[config.mk]
export PLATFORM = sky130hd
export DESIGN_NAME = alu_sequencer
export DESIGN_NICKNAME = d
export VERILOG_FILES = /design/src/rtl/alu_sequencer.sv
export SDC_FILE = /design/constraint.sdc
export NUM_CORES = 1
export LEC_CHECK = 0
export BUFFER_PORTS_ARGS = -buffer_cell sky130_fd_sc_hd__buf_2
export CAP_MARGIN = 20
export CORE_UTILIZATION = 40
export CTS_BUF_LIST = sky130_fd_sc_hd__clkbuf_16
export DETAILED_ROUTE_END_ITERATION = 10
export SYNTH_ARGS = -nofsm -noshare
export SYNTH_HDL_FRONTEND = slang
export SYNTH_SLANG_ARGS = --single-unit
export TNS_END_PERCENT = 50
[constraint.sdc]
create_clock -name clk -period 5.45 [get_ports clk]
set_input_delay 1.3625 -clock clk [delete_from_list [all_inputs] [get_ports clk]]
set_output_delay 1.3625 -clock clk [all_outputs]
set_load 0.01 [all_outputs]
[src/rtl/alu_sequencer.sv]
// Three-state instruction sequencer around an external combinational ALU.
// Holds an 8x32 register file (r0 hardwired to zero) and a result output handshake.
module alu_sequencer (
    input  logic        clk,
    input  logic        rst_n,
    input  logic        in_valid,
    output logic        in_ready,
    input  logic [31:0] in_instr,
    output logic [31:0] alu_a,
    output logic [31:0] alu_b,
    output logic [2:0]  alu_op,
    input  logic [31:0] alu_result,
    input  logic        alu_zero,
    output logic        out_valid,
    input  logic        out_ready,
    output logic [31:0] out_result,
    output logic        out_zero,
    output logic [2:0]  out_rd,
    input  logic [2:0]  dbg_addr,
    output logic [31:0] dbg_data
);

    typedef enum logic [1:0] {
        IDLE,
        EXEC,
        WB
    } state_t;

    state_t      state_q, state_d;
    logic [31:0] instr_q, instr_d;
    logic [31:0] regs_q [8];
    logic [31:0] regs_d [8];
    logic [31:0] out_result_q, out_result_d;
    logic        out_zero_q, out_zero_d;
    logic [2:0]  out_rd_q, out_rd_d;

    logic [2:0]  op;
    logic [2:0]  rd;
    logic [2:0]  rs1;
    logic [2:0]  rs2;
    logic        use_imm;
    logic [15:0] imm;
    logic        unused_instr_bits;

    assign op      = instr_q[31:29];
    assign rd      = instr_q[28:26];
    assign rs1     = instr_q[25:23];
    assign rs2     = instr_q[22:20];
    assign use_imm = instr_q[19];
    assign imm     = instr_q[15:0];
    assign unused_instr_bits = ^instr_q[18:16];

    always_comb begin
        state_d      = state_q;
        instr_d      = instr_q;
        regs_d       = regs_q;
        out_result_d = out_result_q;
        out_zero_d   = out_zero_q;
        out_rd_d     = out_rd_q;
        alu_a        = '0;
        alu_b        = '0;
        alu_op       = '0;

        case (state_q)
            IDLE: begin
                if (in_valid) begin
                    instr_d = in_instr;
                    state_d = EXEC;
                end
            end
            EXEC: begin
                alu_op = op;
                alu_a  = regs_q[rs1];
                alu_b  = use_imm ? {16'h0000, imm} : regs_q[rs2];
                // Result and register write are captured together on the way into WB.
                out_result_d = alu_result;
                out_zero_d   = alu_zero;
                out_rd_d     = rd;
                if (rd != 3'd0) begin
                    regs_d[rd] = alu_result;
                end
                state_d = WB;
            end
            WB: begin
                if (out_ready) begin
                    state_d = IDLE;
                end
            end
            default: state_d = IDLE;
        endcase

        regs_d[0] = '0;
    end

    always_ff @(posedge clk or negedge rst_n) begin
        if (!rst_n) begin
            state_q      <= IDLE;
            instr_q      <= '0;
            out_result_q <= '0;
            out_zero_q   <= 1'b0;
            out_rd_q     <= '0;
            for (int i = 0; i < 8; i++) begin
                regs_q[i] <= '0;
            end
        end else begin
            state_q      <= state_d;
            instr_q      <= instr_d;
            out_result_q <= out_result_d;
            out_zero_q   <= out_zero_d;
            out_rd_q     <= out_rd_d;
            for (int i = 0; i < 8; i++) begin
                regs_q[i] <= regs_d[i];
            end
        end
    end

    assign in_ready   = (state_q == IDLE);
    assign out_valid  = (state_q == WB);
    assign out_result = out_result_q;
    assign out_zero   = out_zero_q;
    assign out_rd     = out_rd_q;
    assign dbg_data   = (dbg_addr == 3'd0) ? '0 : regs_q[dbg_addr];

endmodule
==> results of run 1 <==
-- power groups by stage --
stage | Sequential, mW | Combinational [mW] | Clock (mW)
after floorplan | 3.98 | 4.37 | 0
after global placement | 4.48 | 5.53 | 0
after detailed placement | 4.57 | 5.62 | 0
after CTS | 4.55 | 5.64 | 2.37
after global routing | 4.76 | 6.09 | 2.45
final | 4.57 | 5.64 | 2.32
-- final cells by class --
cell class | count | area [µm²]
clock inverters | 25 | 139
well taps | 532 | 666
clock buffers | 39 | 976
flip-flops and latches | 291 | 7300
inverters | 51 | 191
fillers | 3744 | 21500
multi-input cells | 868 | 8700
repair buffers | 240 | 1430
-- sequential cells by signal, summed over array words and instances (netlist names) --
| name | cells |
|---|---|
| regs_q | 224 |
| out_result | 32 |
| instr_q | 29 |
| out_rd | 3 |
| state_q | 2 |
| out_zero | 1 |
-- kinds of logic after synthesis --
family	share of synthesized area
AOI/OAI and AO/OA	0.0835
and+or+nand+nor	0.0649
DFF	0.437
buffers and inverters	0.0442
muxes	0.370
-- how the worst max path moves through the flow --
stage / from / to / slack [ns] / depth (start not counted)
2_1_floorplan: dbg_addr[0] / dbg_data[10] / 1.49 / 5
3_3_place_gp: dbg_addr[1] / dbg_data[20] / 1.08 / 6
3_5_place_dp: dbg_addr[1] / dbg_data[0] / 1.10 / 6
4_1_cts: instr_q[21] / alu_b[28] / 0.55 / 4
5_1_grt: instr_q[21] / alu_b[29] / 0.48 / 5
6_report: instr_q[21] / alu_b[23] / 0.57 / 4
-- per-stage QoR --
stage	utilization	cell area, µm²	total power [mW]	hold slack, ns
global placement	0.446	18200	10.0	0.455
global route	0.474	19400	13.3	0.496
CTS	0.473	19400	12.6	0.472
floorplan	-	16600	8.36	0.471
finish	0.474	19400	12.5	0.469
detailed placement	0.446	18200	10.2	0.457
-- layout by cell type, fill, tap and decap left out, types with 5 or more instances in the layout --
cell                          n
sky130_fd_sc_hd__mux2_2     314
sky130_fd_sc_hd__dfrtp_1    284
sky130_fd_sc_hd__buf_2      202
sky130_fd_sc_hd__nand2_1    113
sky130_fd_sc_hd__mux4_2      80
sky130_fd_sc_hd__a221oi_1    78
sky130_fd_sc_hd__inv_1       59
sky130_fd_sc_hd__clkbuf_16   39
sky130_fd_sc_hd__mux2i_1     36
sky130_fd_sc_hd__nor2b_1     32
sky130_fd_sc_hd__nor3_1      32
sky130_fd_sc_hd__a21oi_1     32
sky130_fd_sc_hd__mux2_4      30
sky130_fd_sc_hd__buf_4       26
sky130_fd_sc_hd__nor2_1      18
sky130_fd_sc_hd__a2111oi_0   16
sky130_fd_sc_hd__nand2b_1    16
sky130_fd_sc_hd__o22ai_1     15
sky130_fd_sc_hd__a22oi_1     15
sky130_fd_sc_hd__o311a_1     14
sky130_fd_sc_hd__clkinv_2     8
sky130_fd_sc_hd__buf_12       8
sky130_fd_sc_hd__clkinv_1     6
sky130_fd_sc_hd__o21ai_0      5
-- layer usage --
layer	wire [µm]	vias up	track usage
met5	46	-	0.00833
met4	1520	2	0.0916
met1	22500	6312	0.342
li1	-	5318	-
met3	3940	105	0.0566
met2	23600	493	0.376
-- critical path, cell delays in order, from the launching register on --
cell and delay, ns:
sky130_fd_sc_hd__dfrtp_4 0.87, sky130_fd_sc_hd__nor2b_4 0.68, sky130_fd_sc_hd__a221oi_1 0.18, sky130_fd_sc_hd__a2111oi_0 0.92, sky130_fd_sc_hd__buf_2 0.28
==> results.yml, run 1 <==
yosys:
  synthArstFlopShare: 1.00
  synthesis.area_mm2: 0.0166
  netlist.top_cell.by_area: "sky130_fd_sc_hd__dfrtp_1"
  synth.top_cell.area_share: 0.437
  ys_warn_count: 0
  post-synth-top-count-cell: "sky130_fd_sc_hd__mux2_2"
  synth.top_cells.by_count: "sky130_fd_sc_hd__mux2_2, sky130_fd_sc_hd__dfrtp_1, sky130_fd_sc_hd__nand2_1"
  syn-mean-instance-area_um2: 12.5
  synthesis.instances: 1332
  synth_enable_flop_cells: 0
  ys_seq_area_frac: 0.437
  synth.distinct_cells: 34
  synth.net_count: 1404
  synth-main-ff-cell: "sky130_fd_sc_hd__dfrtp_1"
  synth_seq_cells: 291
  synth_area_leaders: "sky130_fd_sc_hd__dfrtp_1, sky130_fd_sc_hd__mux2_2, sky130_fd_sc_hd__mux4_2"
critical_path:
  worst_setup_path_start_kind: "flop"
  crit_arrival_ns: 3.51
  critPathMaxFanout: 37
  cp_endpoint_kind: "primary output"
  crit_required_ns: 4.09
  crit_type: "flop to primary output"
  worstReg2RegEnd: "regs_q[209]"
  worstReg2RegStart: "state_q[1]"
  regToRegSetupSlack_ns: 2.00
  worst_r2r_path_depth: 6
global_routing:
  antenna_found_initial: 0
  first_global_vias: 12447
  grt_pass1_wl_um: 78200
  grt_start_max_net_pins: 110
  gr-usage-all-layers: 0.247
  globalRouteOverflowTotal: 0
floorplan:
  chipHeight_um: 206
  initial_cell_density_of_the_core: 0.407
  total_die_area_mm2: 0.0424
  floorplan.io_pins: 209
  floorplan_die_width_um: 206
  core_area_mm2: 0.0409
  cell_row_count: 74
power:
  vdd_ir_drop_max_v: 0.000391
  static_leakage_nw: 8.72
  p_sw_frac: 0.385
  power_per_cell_area_mw_per_mm2: 646
  power.internal_mw: 7.71
  seq_power_share: 0.365
  power_frac_comb: 0.450
  power.switching_mw: 4.82
  share_clk_of_total_power: 0.185
route:
  vias: 12230
  via_density_per_instance: 5.98
  wl_per_cell_um: 25.2
  drc: 0
  drt_iter0_drc: 870
  drtPass1Iterations: 5
  drt_wl_total_um: 51700
  antenna_left: 0
clocking:
  clkLatencyLatePin_ns: 0.55
  cts_inserted_buffers: 37
  cts_root_buffer: "sky130_fd_sc_hd__clkbuf_16"
  clk_path_buf_depth: 3
  cts_sinks: 291
  postCtsHoldBufs: 0
  cts.repair.resized: 0
  clock_tree_from_tritoncts: "built"
  clk_pin_slew_ns: 0.06
  postCtsSetupRepairBufs: 0
  cts-htree-levels: 2
cells_and_area:
  final_layout_size_suffix_gt1_frac: 0.484
  area_delta_synth_final_pct: 16.5
  final_cell_count_no_fill: 2046
  layout.nets: 1561
  antenna-diode-count: 0
sta:
  worst-slew-pin-transition_ns: 1.15
  timing.fmax_mhz: 205
  worst_slew_margin_rel: 0.233
  min_period_ns: 4.88
  final_hold_viol_count: 0
  timing.clock.skew_ns: 0.0144
  rsz_0062_raised_after_global_routing: "false"
  finalMaxSlewViolations: 0
  setup_tns_ns: 0
  finalSetupViolations: 0
  min_period_over_period: 0.895
  setup_slack_ns: 0.575
worst_hold_path:
  hold-path-endpoint: "out_result[11]"
  hold_path.startpoint: "out_result[11]"
  min_delay_path_depth: 2
  worstHoldPathType: "flop to flop"
place:
  dp_cells: 1979
  dp_worst_setup_slack_ns: 1.10
  gp_congestion: 0.814
  portBuffers: 205
  hpwl_um: 31300
flow_run:
  cap_violations: 0
outcome:
  outcome: "finished, final reports clean"
(Power assumes the default switching activity.)
==> inputs of run 2 (changes only) <==
--- a/config.mk
+++ b/config.mk
@@ -10,6 +10,8 @@
 export CORE_UTILIZATION = 40
 export CTS_BUF_LIST = sky130_fd_sc_hd__clkbuf_16
 export DETAILED_ROUTE_END_ITERATION = 10
+export PLACE_DENSITY = 0.69
+export SETUP_SLACK_MARGIN = 0.1
 export SYNTH_ARGS = -nofsm -noshare
 export SYNTH_HDL_FRONTEND = slang
 export SYNTH_SLANG_ARGS = --single-unit
==> results.yml, run 2 (synthesized netlist as in run 1, its figures left out) <==
outcome:
  outcome: "finished, final reports clean"
power:
  total_power_mw: 12.7
  seq_power_share: 0.360
  share_clk_of_total_power: 0.197
  static_leakage_nw: 8.73
  power.internal_mw: 7.86
  power.switching_mw: 4.81
  power_frac_comb: 0.443
  power_per_cell_area_mw_per_mm2: 652
  p_sw_frac: 0.380
  vdd_ir_drop_max_v: 0.000470
cells_and_area:
  regMostFlops: "regs_q"
  finalInstanceArea_mm2: 0.0194
  layout_common_cells: "sky130_fd_sc_hd__mux2_2, sky130_fd_sc_hd__dfrtp_1, sky130_fd_sc_hd__buf_2"
  final_cell_count_no_fill: 2050
  layout_commonest_cell: "sky130_fd_sc_hd__mux2_2"
  largest_register_ff_count: 224
  area_delta_synth_final_pct: 16.8
  final_layout_size_suffix_gt1_frac: 0.483
  layout.nets: 1561
  final_core_util: 0.475
route:
  topmost_layer_with_routed_signal_wires: "met4"
  antenna_left: 0
  drt_iter0_drc: 1103
  wl_met2_um: 23800
  drt_wl_total_um: 50700
  m1_wl_um: 22400
  wl_per_cell_um: 24.7
  wl_met3_um: 3320
  vias: 12304
  drtPass1Iterations: 5
  via_density_per_instance: 6.00
  drc: 0
floorplan:
  chipHeight_um: 206
  core_area_mm2: 0.0409
  initial_cell_density_of_the_core: 0.407
  floorplan.io_pins: 209
  cell_row_count: 74
  floorplan_die_width_um: 206
  total_die_area_mm2: 0.0424
critical_path:
  worst_setup_path_start_kind: "flop"
  critPathMaxFanout: 49
  worstReg2RegStart: "state_q[1]"
  crit_required_ns: 4.09
  cp_endpoint_kind: "primary output"
  crit_arrival_ns: 3.56
  beginning_of_the_critical_path: "instr_q[20]"
  crit_type: "flop to primary output"
place:
  portBuffers: 205
  dp_cells: 1983
  hpwl_um: 30400
  gp_congestion: 0.781
  dp_worst_setup_slack_ns: 0.902
  place_area_mm2: 0.0182
clocking:
  clock_tree_from_tritoncts: "built"
  cts.repair.resized: 0
  postCtsSetupRepairBufs: 0
  clk_pin_slew_ns: 0.06
  clk_path_buf_depth: 3
  cts_inserted_buffers: 36
  cts_root_buffer: "sky130_fd_sc_hd__clkbuf_16"
  cts-htree-levels: 2
  clkLatencyLatePin_ns: 0.55
  cts_sinks: 291
  postCtsHoldBufs: 0
sta:
  min_period_over_period: 0.904
  setup_slack_ns: 0.523
  worst_slew_margin_rel: 0.316
  timing.clock.skew_ns: 0.0228
  min_period_ns: 4.93
  timing.hold.ws_ns: 0.467
  rsz_0062_raised_after_global_routing: "false"
  finalSetupViolations: 0
  timing.fmax_mhz: 203
  final_hold_viol_count: 0
  worst-slew-pin-transition_ns: 1.03
  finalMaxSlewViolations: 0
  setup_tns_ns: 0
global_routing:
  grt_pass1_wl_um: 77200
  globalRouteOverflowTotal: 0
  antenna_found_initial: 1
  grt_start_max_net_pins: 113
  gr-usage-all-layers: 0.242
  first_global_vias: 12569
flow_run:
  cap_violations: 0
worst_hold_path:
  hold_path.startpoint: "out_result[14]"
  worstHoldPathType: "flop to flop"
==> run 2: cell types whose count changed in the layout (fill, tap and decap cells not counted), sizes merged <==
cell          change
clkbuf            -3
dlymetal6s2s      -1
buf               +3
inv               +3
diode             +1
clkinv            -3
clkinvlp          -1
bufinv            +5
==> run 2: critical path, stage by stage (launching register included) <==
cell	delay (ns)
sky130_fd_sc_hd__dfrtp_4	0.80
sky130_fd_sc_hd__nor2b_4	0.82
sky130_fd_sc_hd__a221oi_1	0.21
sky130_fd_sc_hd__a2111oi_0	0.88
sky130_fd_sc_hd__buf_2	0.27
==> run 2: routing by layer <==
| layer | vias up | global-route usage |
|---|---|---|
| met3 | 95 | 0.0482 |
| met5 | - | 0 |
| met4 | 0 | 0.0785 |
| met2 | 475 | 0.381 |
| met1 | 6396 | 0.334 |
| li1 | 5338 | - |
==> run 2: path summary, 6_finish.rpt <==
kind / slack (ns) / endpoint / cells past startpoint
max in group asynchronous: 3.40 / out_result[26] / 2
setup / recovery: 0.52 / alu_b[21] / 4
setup reg to reg: 2.34 / regs_q[167] / 5
hold reg to reg: 0.47 / out_result[14] / 2
min in group asynchronous: 0.86 / out_result[19] / 1
hold / removal: 0.47 / out_result[14] / 2
==> run 2: power by group through the flow <==
stage	clock network, mW	logic [mW]	registers [mW]
after global placement	0	5.51	4.45
after CTS	2.54	5.65	4.52
after detailed placement	0	5.62	4.54
final	2.49	5.61	4.56
after global routing	2.63	6.07	4.73
after floorplan	0	4.37	3.98
==> run 2: final cells by class <==
| class | count | area, µm² |
|---|---|---|
| sequential | 291 | 7300 |
| tap | 532 | 666 |
| inverter | 51 | 191 |
| timing repair buffer | 241 | 1370 |
| clock buffer | 37 | 926 |
| clock inverter | 29 | 280 |
| multi-input combinational | 868 | 8700 |
| fill | 3705 | 21500 |
| antenna | 1 | 2.50 |
